**src/rtl/pcie_rx_cpl_extractor.sv**
```systemverilog
// Completion extractor: keeps successful CplD TLPs from a 64-bit AXI4-Stream RX port,
// strips the 3DW header and realigns payload DWs into 64-bit words tagged with the completion tag.
module pcie_rx_cpl_extractor #(
    parameter int CNT_W = 16
) (
    input  logic             clk_i,
    input  logic             rst_n,
    input  logic [63:0]      rx_tdata_i,
    input  logic [7:0]       rx_tkeep_i,
    input  logic             rx_tlast_i,
    input  logic             rx_tvalid_i,
    output logic             rx_tready_o,
    output logic [7:0]       dma_tag_o,
    output logic             dma_data_valid_o,
    output logic [63:0]      dma_data_o,
    output logic             cpl_err_o,
    output logic             len_err_o,
    output logic [CNT_W-1:0] discard_cnt_o
);

    typedef enum logic [1:0] {IDLE, HDR, DATA, SKIP} state_t;

    state_t             state, state_d;
    logic [31:0]        pending, pending_d;
    logic [10:0]        dw_cnt, dw_cnt_d, cnt_next;
    logic [10:0]        len, len_d;
    logic               flush, flush_d;
    logic [7:0]         tag_d;
    logic [63:0]        data_d;
    logic               valid_d, cpl_err_d, len_err_d;
    logic [CNT_W-1:0]   discard_d;

    logic               beat;
    logic [1:0]         hdr_fmt;
    logic [4:0]         hdr_type;
    logic [9:0]         hdr_len;
    logic [2:0]         hdr_status;
    logic               is_cpl, fwd;

    assign beat       = rx_tvalid_i & rx_tready_o;
    assign hdr_fmt    = rx_tdata_i[30:29];
    assign hdr_type   = rx_tdata_i[28:24];
    assign hdr_len    = rx_tdata_i[9:0];
    assign hdr_status = rx_tdata_i[47:45];
    assign is_cpl     = (hdr_type == 5'b01010);
    assign fwd        = (hdr_fmt == 2'b10) && is_cpl && (hdr_status == 3'b000) && !rx_tlast_i;

    always_comb begin
        state_d   = state;
        pending_d = pending;
        dw_cnt_d  = dw_cnt;
        cnt_next  = dw_cnt;
        len_d     = len;
        flush_d   = 1'b0;
        tag_d     = dma_tag_o;
        data_d    = dma_data_o;
        valid_d   = 1'b0;
        cpl_err_d = 1'b0;
        len_err_d = 1'b0;
        discard_d = discard_cnt_o;

        // Deferred flush from a DATA tlast lands on the next TLP's beat 0, which never emits.
        if (flush) begin
            valid_d = 1'b1;
            data_d  = {32'h0, pending};
        end

        if (beat) begin
            unique case (state)
                IDLE: begin
                    len_d = {(hdr_len == 10'd0), hdr_len};
                    if (fwd) begin
                        state_d = HDR;
                    end else begin
                        if (discard_cnt_o != '1)
                            discard_d = discard_cnt_o + 1'b1;
                        cpl_err_d = is_cpl && (hdr_status != 3'b000);
                        state_d   = rx_tlast_i ? IDLE : SKIP;
                    end
                end
                HDR: begin
                    tag_d     = rx_tdata_i[15:8];
                    pending_d = rx_tdata_i[63:32];
                    dw_cnt_d  = 11'd1;
                    if (rx_tlast_i) begin
                        state_d   = IDLE;
                        valid_d   = 1'b1;
                        data_d    = {32'h0, rx_tdata_i[63:32]};
                        len_err_d = (len != 11'd1);
                    end else begin
                        state_d = DATA;
                    end
                end
                DATA: begin
                    valid_d = 1'b1;
                    data_d  = {rx_tdata_i[31:0], pending};
                    if (rx_tkeep_i == 8'hFF) begin
                        pending_d = rx_tdata_i[63:32];
                        cnt_next  = dw_cnt + 11'd2;
                    end else begin
                        cnt_next  = dw_cnt + 11'd1;
                    end
                    dw_cnt_d = cnt_next;
                    if (rx_tlast_i) begin
                        state_d   = IDLE;
                        flush_d   = (rx_tkeep_i == 8'hFF);
                        len_err_d = (cnt_next != len);
                    end
                end
                SKIP: begin
                    if (rx_tlast_i)
                        state_d = IDLE;
                end
                default: state_d = IDLE;
            endcase
        end
    end

    always_ff @(posedge clk_i) begin
        if (!rst_n) begin
            state            <= IDLE;
            pending          <= '0;
            dw_cnt           <= '0;
            len              <= '0;
            flush            <= 1'b0;
            rx_tready_o      <= 1'b0;
            dma_tag_o        <= '0;
            dma_data_valid_o <= 1'b0;
            dma_data_o       <= '0;
            cpl_err_o        <= 1'b0;
            len_err_o        <= 1'b0;
            discard_cnt_o    <= '0;
        end else begin
            state            <= state_d;
            pending          <= pending_d;
            dw_cnt           <= dw_cnt_d;
            len              <= len_d;
            flush            <= flush_d;
            rx_tready_o      <= 1'b1;
            dma_tag_o        <= tag_d;
            dma_data_valid_o <= valid_d;
            dma_data_o       <= data_d;
            cpl_err_o        <= cpl_err_d;
            len_err_o        <= len_err_d;
            discard_cnt_o    <= discard_d;
        end
    end

endmodule
```
**config.mk**
```make
export PLATFORM = sky130hd
export DESIGN_NAME = pcie_rx_cpl_extractor
export DESIGN_NICKNAME = d
export VERILOG_FILES = /design/src/rtl/pcie_rx_cpl_extractor.sv
export SDC_FILE = /design/constraint.sdc
export NUM_CORES = 1
export LEC_CHECK = 0
export CAP_MARGIN = 15
export CELL_PAD_IN_SITES_DETAIL_PLACEMENT = 1
export CELL_PAD_IN_SITES_GLOBAL_PLACEMENT = 2
export CORE_MARGIN = 2
export CORE_UTILIZATION = 29
export CTS_CLUSTER_DIAMETER = 40
export DETAILED_ROUTE_END_ITERATION = 7
export PLACE_DENSITY_LB_ADDON = 0.3
export SLEW_MARGIN = 0
export SYNTH_ARGS = -nofsm -noshare
export SYNTH_HDL_FRONTEND = slang
export SYNTH_SLANG_ARGS = --single-unit
```
**constraint.sdc**
```tcl
create_clock -name clk_i -period 2.6 [get_ports clk_i]
set_input_delay 0.52 -clock clk_i [delete_from_list [all_inputs] [get_ports clk_i]]
set_output_delay 0.52 -clock clk_i [all_outputs]
set_load 0.05 [all_outputs]
```
==> results of run 1 <==
synth_stat cells (all sizes together) (3+ instances only):
master	number	share of area [%]
o211ai	7	0.78
o21a	5	0.55
nor4	5	0.68
buf	9	0.79
and2	17	1.6
a2111oi	3	0.85
clkbuf	43	2.4
nand4	12	1.4
mux2i	11	1.6
xnor2	16	2.1
and4	5	0.65
ha	8	1.5
a21boi	48	5.3
a21o	3	0.33
and3	7	0.65
a211oi	3	0.33
a22oi	37	4.2
nand2b	4	0.37
inv	12	0.66
nand3b	3	0.33
a222oi	32	4.7
or3	5	0.46
o21ai	20	1.5
a21oi	15	1.4
nand2	115	6.4
nor2b	81	7.5
nor2	17	0.94
dfxtp	149	44
nor3	11	0.81
nand3	16	1.2
xor2	4	0.52
logic make-up (layout without fill, tap and decap cells):
group	count (synthesis)	after routing	share of synthesized area (%)
xor gates and xnor gates	20	20	2.585
AOI/OAI and AO/OA	189	189	22.25
adders and majority gates	8	8	1.477
muxes	12	12	1.791
DFF	149	149	44.03
and+or+nand+nor	306	306	23.97
buffers and inverters	65	259	3.896
registers in the layout, indices dropped and copies added, names as in the netlist:
signal	cells
state	2
rx_tready_o	1
dma_tag_o	8
dma_data_o	64
dma_data_valid_o	1
len_err_o	1
flush	1
discard_cnt_o	16
dw_cnt	11
cpl_err_o	1
pending	32
len	11
layer usage:
metal | global-route usage, % | part of all wire, % | wire [um]
met1 | 20.80 | 43 | 9361
met3 | 5.816 | 5.8 | 1267
met5 | 0 | 0.12 | 27
met2 | 32.23 | 50 | 10830
met4 | 4.543 | 1.1 | 248
worst min path at each step:
stage                                  start                          end  slack (ns)  cells past startpoint
CTS                 pending[24]$_SDFFE_PN0P_     pending[24]$_SDFFE_PN0P_        0.47                      2
floorplan                   flush$_SDFF_PN0_  dma_data_valid_o$_SDFF_PN0_        0.44                      2
detailed placement  pending[27]$_SDFFE_PN0P_     pending[27]$_SDFFE_PN0P_        0.46                      2
global route        pending[13]$_SDFFE_PN0P_     pending[13]$_SDFFE_PN0P_        0.49                      2
global placement    pending[29]$_SDFFE_PN0P_     pending[29]$_SDFFE_PN0P_        0.45                      2
finish              pending[24]$_SDFFE_PN0P_     pending[24]$_SDFFE_PN0P_        0.47                      2
power by group through the flow:
stage | Sequential, mW | Combinational, mW | Clock (mW)
floorplan | 2.39 | 0.154 | 0
global placement | 2.37 | 0.399 | 0
detailed placement | 2.37 | 0.399 | 0
CTS | 2.32 | 0.402 | 2.69
global route | 2.32 | 0.429 | 2.78
finish | 2.32 | 0.396 | 2.61
worst min-delay path, cell delays in order (launching register included):
cell      delay, ns
dfxtp_1        0.31
nand2_1        0.05
a21boi_0       0.06
cell type report:
class	count	area [sq um]	share of cell area, %
tap	313	391.6	4.044
sequential	149	2983	30.80
clock buffer	19	452.9	4.677
inverter	13	48.80	0.5039
timing repair buffer	215	2105	21.73
clock inverter	12	158.9	1.641
multi-input combinational	535	3545	36.60
==> key figures, run 1 <==
Setup path
  – Reg2reg setup slack: between 0.2 and 0.25 ns
  – Worst Setup Path Type: input port to flip-flop
  – Reg2Reg Depth: 7
  – Worst R2R End: len_err_o$_SDFF_PN0_
  – Origin of the critical flop-to-flop path: dw_cnt[1]$_SDFFE_PN0P_
  – Worst EP required: roughly 2.9 ns
  – Most common cell on crit path: a21oi_2
  – WP buf/inv: 1
  – Setup crit start kind: input port
  – Max stage delay on crit path: 0.52 ns
  – Critical Path Fanout Max: 5
  – Slowest-stage cell, CP: clkdlybuf4s50_1
  – CP Capture Point: len_err_o$_SDFF_PN0_
  – Crit path launch: rx_tkeep_i[6]
  – Worst-path cell chain: clkdlybuf4s50_1 > and4_1 > a21oi_2 > o21a_1 > or2_0 > o32a_1 > a2111oi_4 > a21oi_2
  – Stages on worst setup path: 8
  – Crit path arrival time: 2.75 ns
  – Crit-path leading delay family: compound AO/OA/AOI/OAI gates
  – Worst Setup End Kind: flip-flop

CTS
  – CTS tree: done
  – CTS sink cnt: 149
  – CTS clk-pin slew, worst paths: 0.07 ns
  – Htree depth: 4
  – Hold_buf cts: 0
  – Clk buf depth: 2
  – Worst-Skew Late Latency: 0.43 ns
  – Root buffer cell: clkbuf_16
  – Post-CTS setup buffers: 0
  – Resized cells post-CTS: 0
  – CTS buffer count: 17

Outcome
  – Status: complete, no violations

Logic synthesis
  – Number of flops mapped to enable cells by yosys: 0
  – YS warnings: 0
  – Register area share after synthesis: between 40 and 50%
  – Count of different cell masters after synthesis: 65
  – Syn avg cell area: 9.046 sq um
  – Async set-reset flop share out of synthesis: 0%
  – Cells after Synth: between 700 and 800
  – Synth Flop Type: dfxtp_1
  – Synthesized cell area: 6775 sq um
  – Yosys reg bits: 149
  – Mapped Nets: about 830

Power
  – Clk network pwr share: about 49%
  – Pleak: 3.261 nW
  – Seq pwr share: between 40% and 50%
  – Comb pwr share: 7.4%
  – Int Pwr: 4.010 mW
  – VDD IR max: 0.3692 mV
  – Pwr dens: 549.8 nW/um^2
  – Total power: ~5.3 mW
  – Sw power: 1.314 mW
  – Switching share of total power: 24.69%

Route
  – Via/cell ratio: 4.987
  – Drt wl/cell: about 17 um
  – Final WL: 21740 um
  – Routed via count: 6264
  – Final ANT Viol Nets: 0
  – Pre-antenna DRT Iters: 5
  – Residual DRC: 0
  – DRT iter0 DRCs: 407

Floorplanning
  – I/O pin count: 168
  – Cell Rows: 55
  – Die Wd: between 150 and 200 um
  – Initial Util: 29.74%
  – Die area: around 25000 sq um
  – Core box area: approximately 23000 sq um
  – Die H: 156.9 um

STA
  – FMAX: between 400 and 500 MHz
  – Setup TNS: 0 ns
  – Setup violators final: 0
  – Measured slew at the worst slew-check pin: 0.6396 ns
  – Tcrit/Tclk final: 94.08%
  – Setup Skew: between 0.009 and 0.01 ns
  – Final Max Tran Viols: 0
  – Slew margin rel.: 57.28%
  – Final hold vios: 0
  – Fin crit period: 2.446 ns
  – Hold_ws: 0.4667 ns
  – Final WS setup: about 0.15 ns
  – RSZ-0062 raised after global routing: false

Placed design
  – Placed cells: 1225
  – RePlAce Congestion: 0.7655
  – Port Buffers: 167
  – Post-DP Area: 9072 sq um
  – Hpwl dp: 14850 um
  – Pre-CTS WS: -0.2933 ns

Final layout
  – Most common cell after layout, fill and taps aside: clkdlybuf4s50_1
  – Layout area overhead: 42.94%
  – Post-layout util: 42.52%
  – Fill cells: 2596
  – Finished Layout Cells: 1256
  – NumNets Final: 1015
  – Share of cells above drive strength 1: 10.60%
  – N_diodes: 0
  – Commonest cells after routing, fill and taps aside: clkdlybuf4s50_1 (166), dfxtp_1 (149), nand2_1 (115)
  – Final Cell Area: 9684 sq um

Global routing
  – Initial antenna violation count: 2
  – Gr ovfl total: 0
  – First-pass GRT wire length: between 30000 and 40000 um
  – Global Route Usage Sum: 18.06%
  – Vias in the first global route: 6476
  – Largest net degree at the start of global routing: 80

Worst hold path
  – HP Class: flip-flop to flip-flop

Flow run
  – Max_cap viols: 0
Note: power is estimated with default switching activity, not from simulation.
==> run 2: changes to the inputs <==
--- a/config.mk
+++ b/config.mk
@@ -13,6 +13,7 @@
 export CTS_CLUSTER_DIAMETER = 40
 export DETAILED_ROUTE_END_ITERATION = 7
 export PLACE_DENSITY_LB_ADDON = 0.3
+export SKIP_CTS_REPAIR_TIMING = 1
 export SLEW_MARGIN = 0
 export SYNTH_ARGS = -nofsm -noshare
 export SYNTH_HDL_FRONTEND = slang
==> results of run 2 <==
The final DEF is identical to that of run 1; final timing and power are the same.
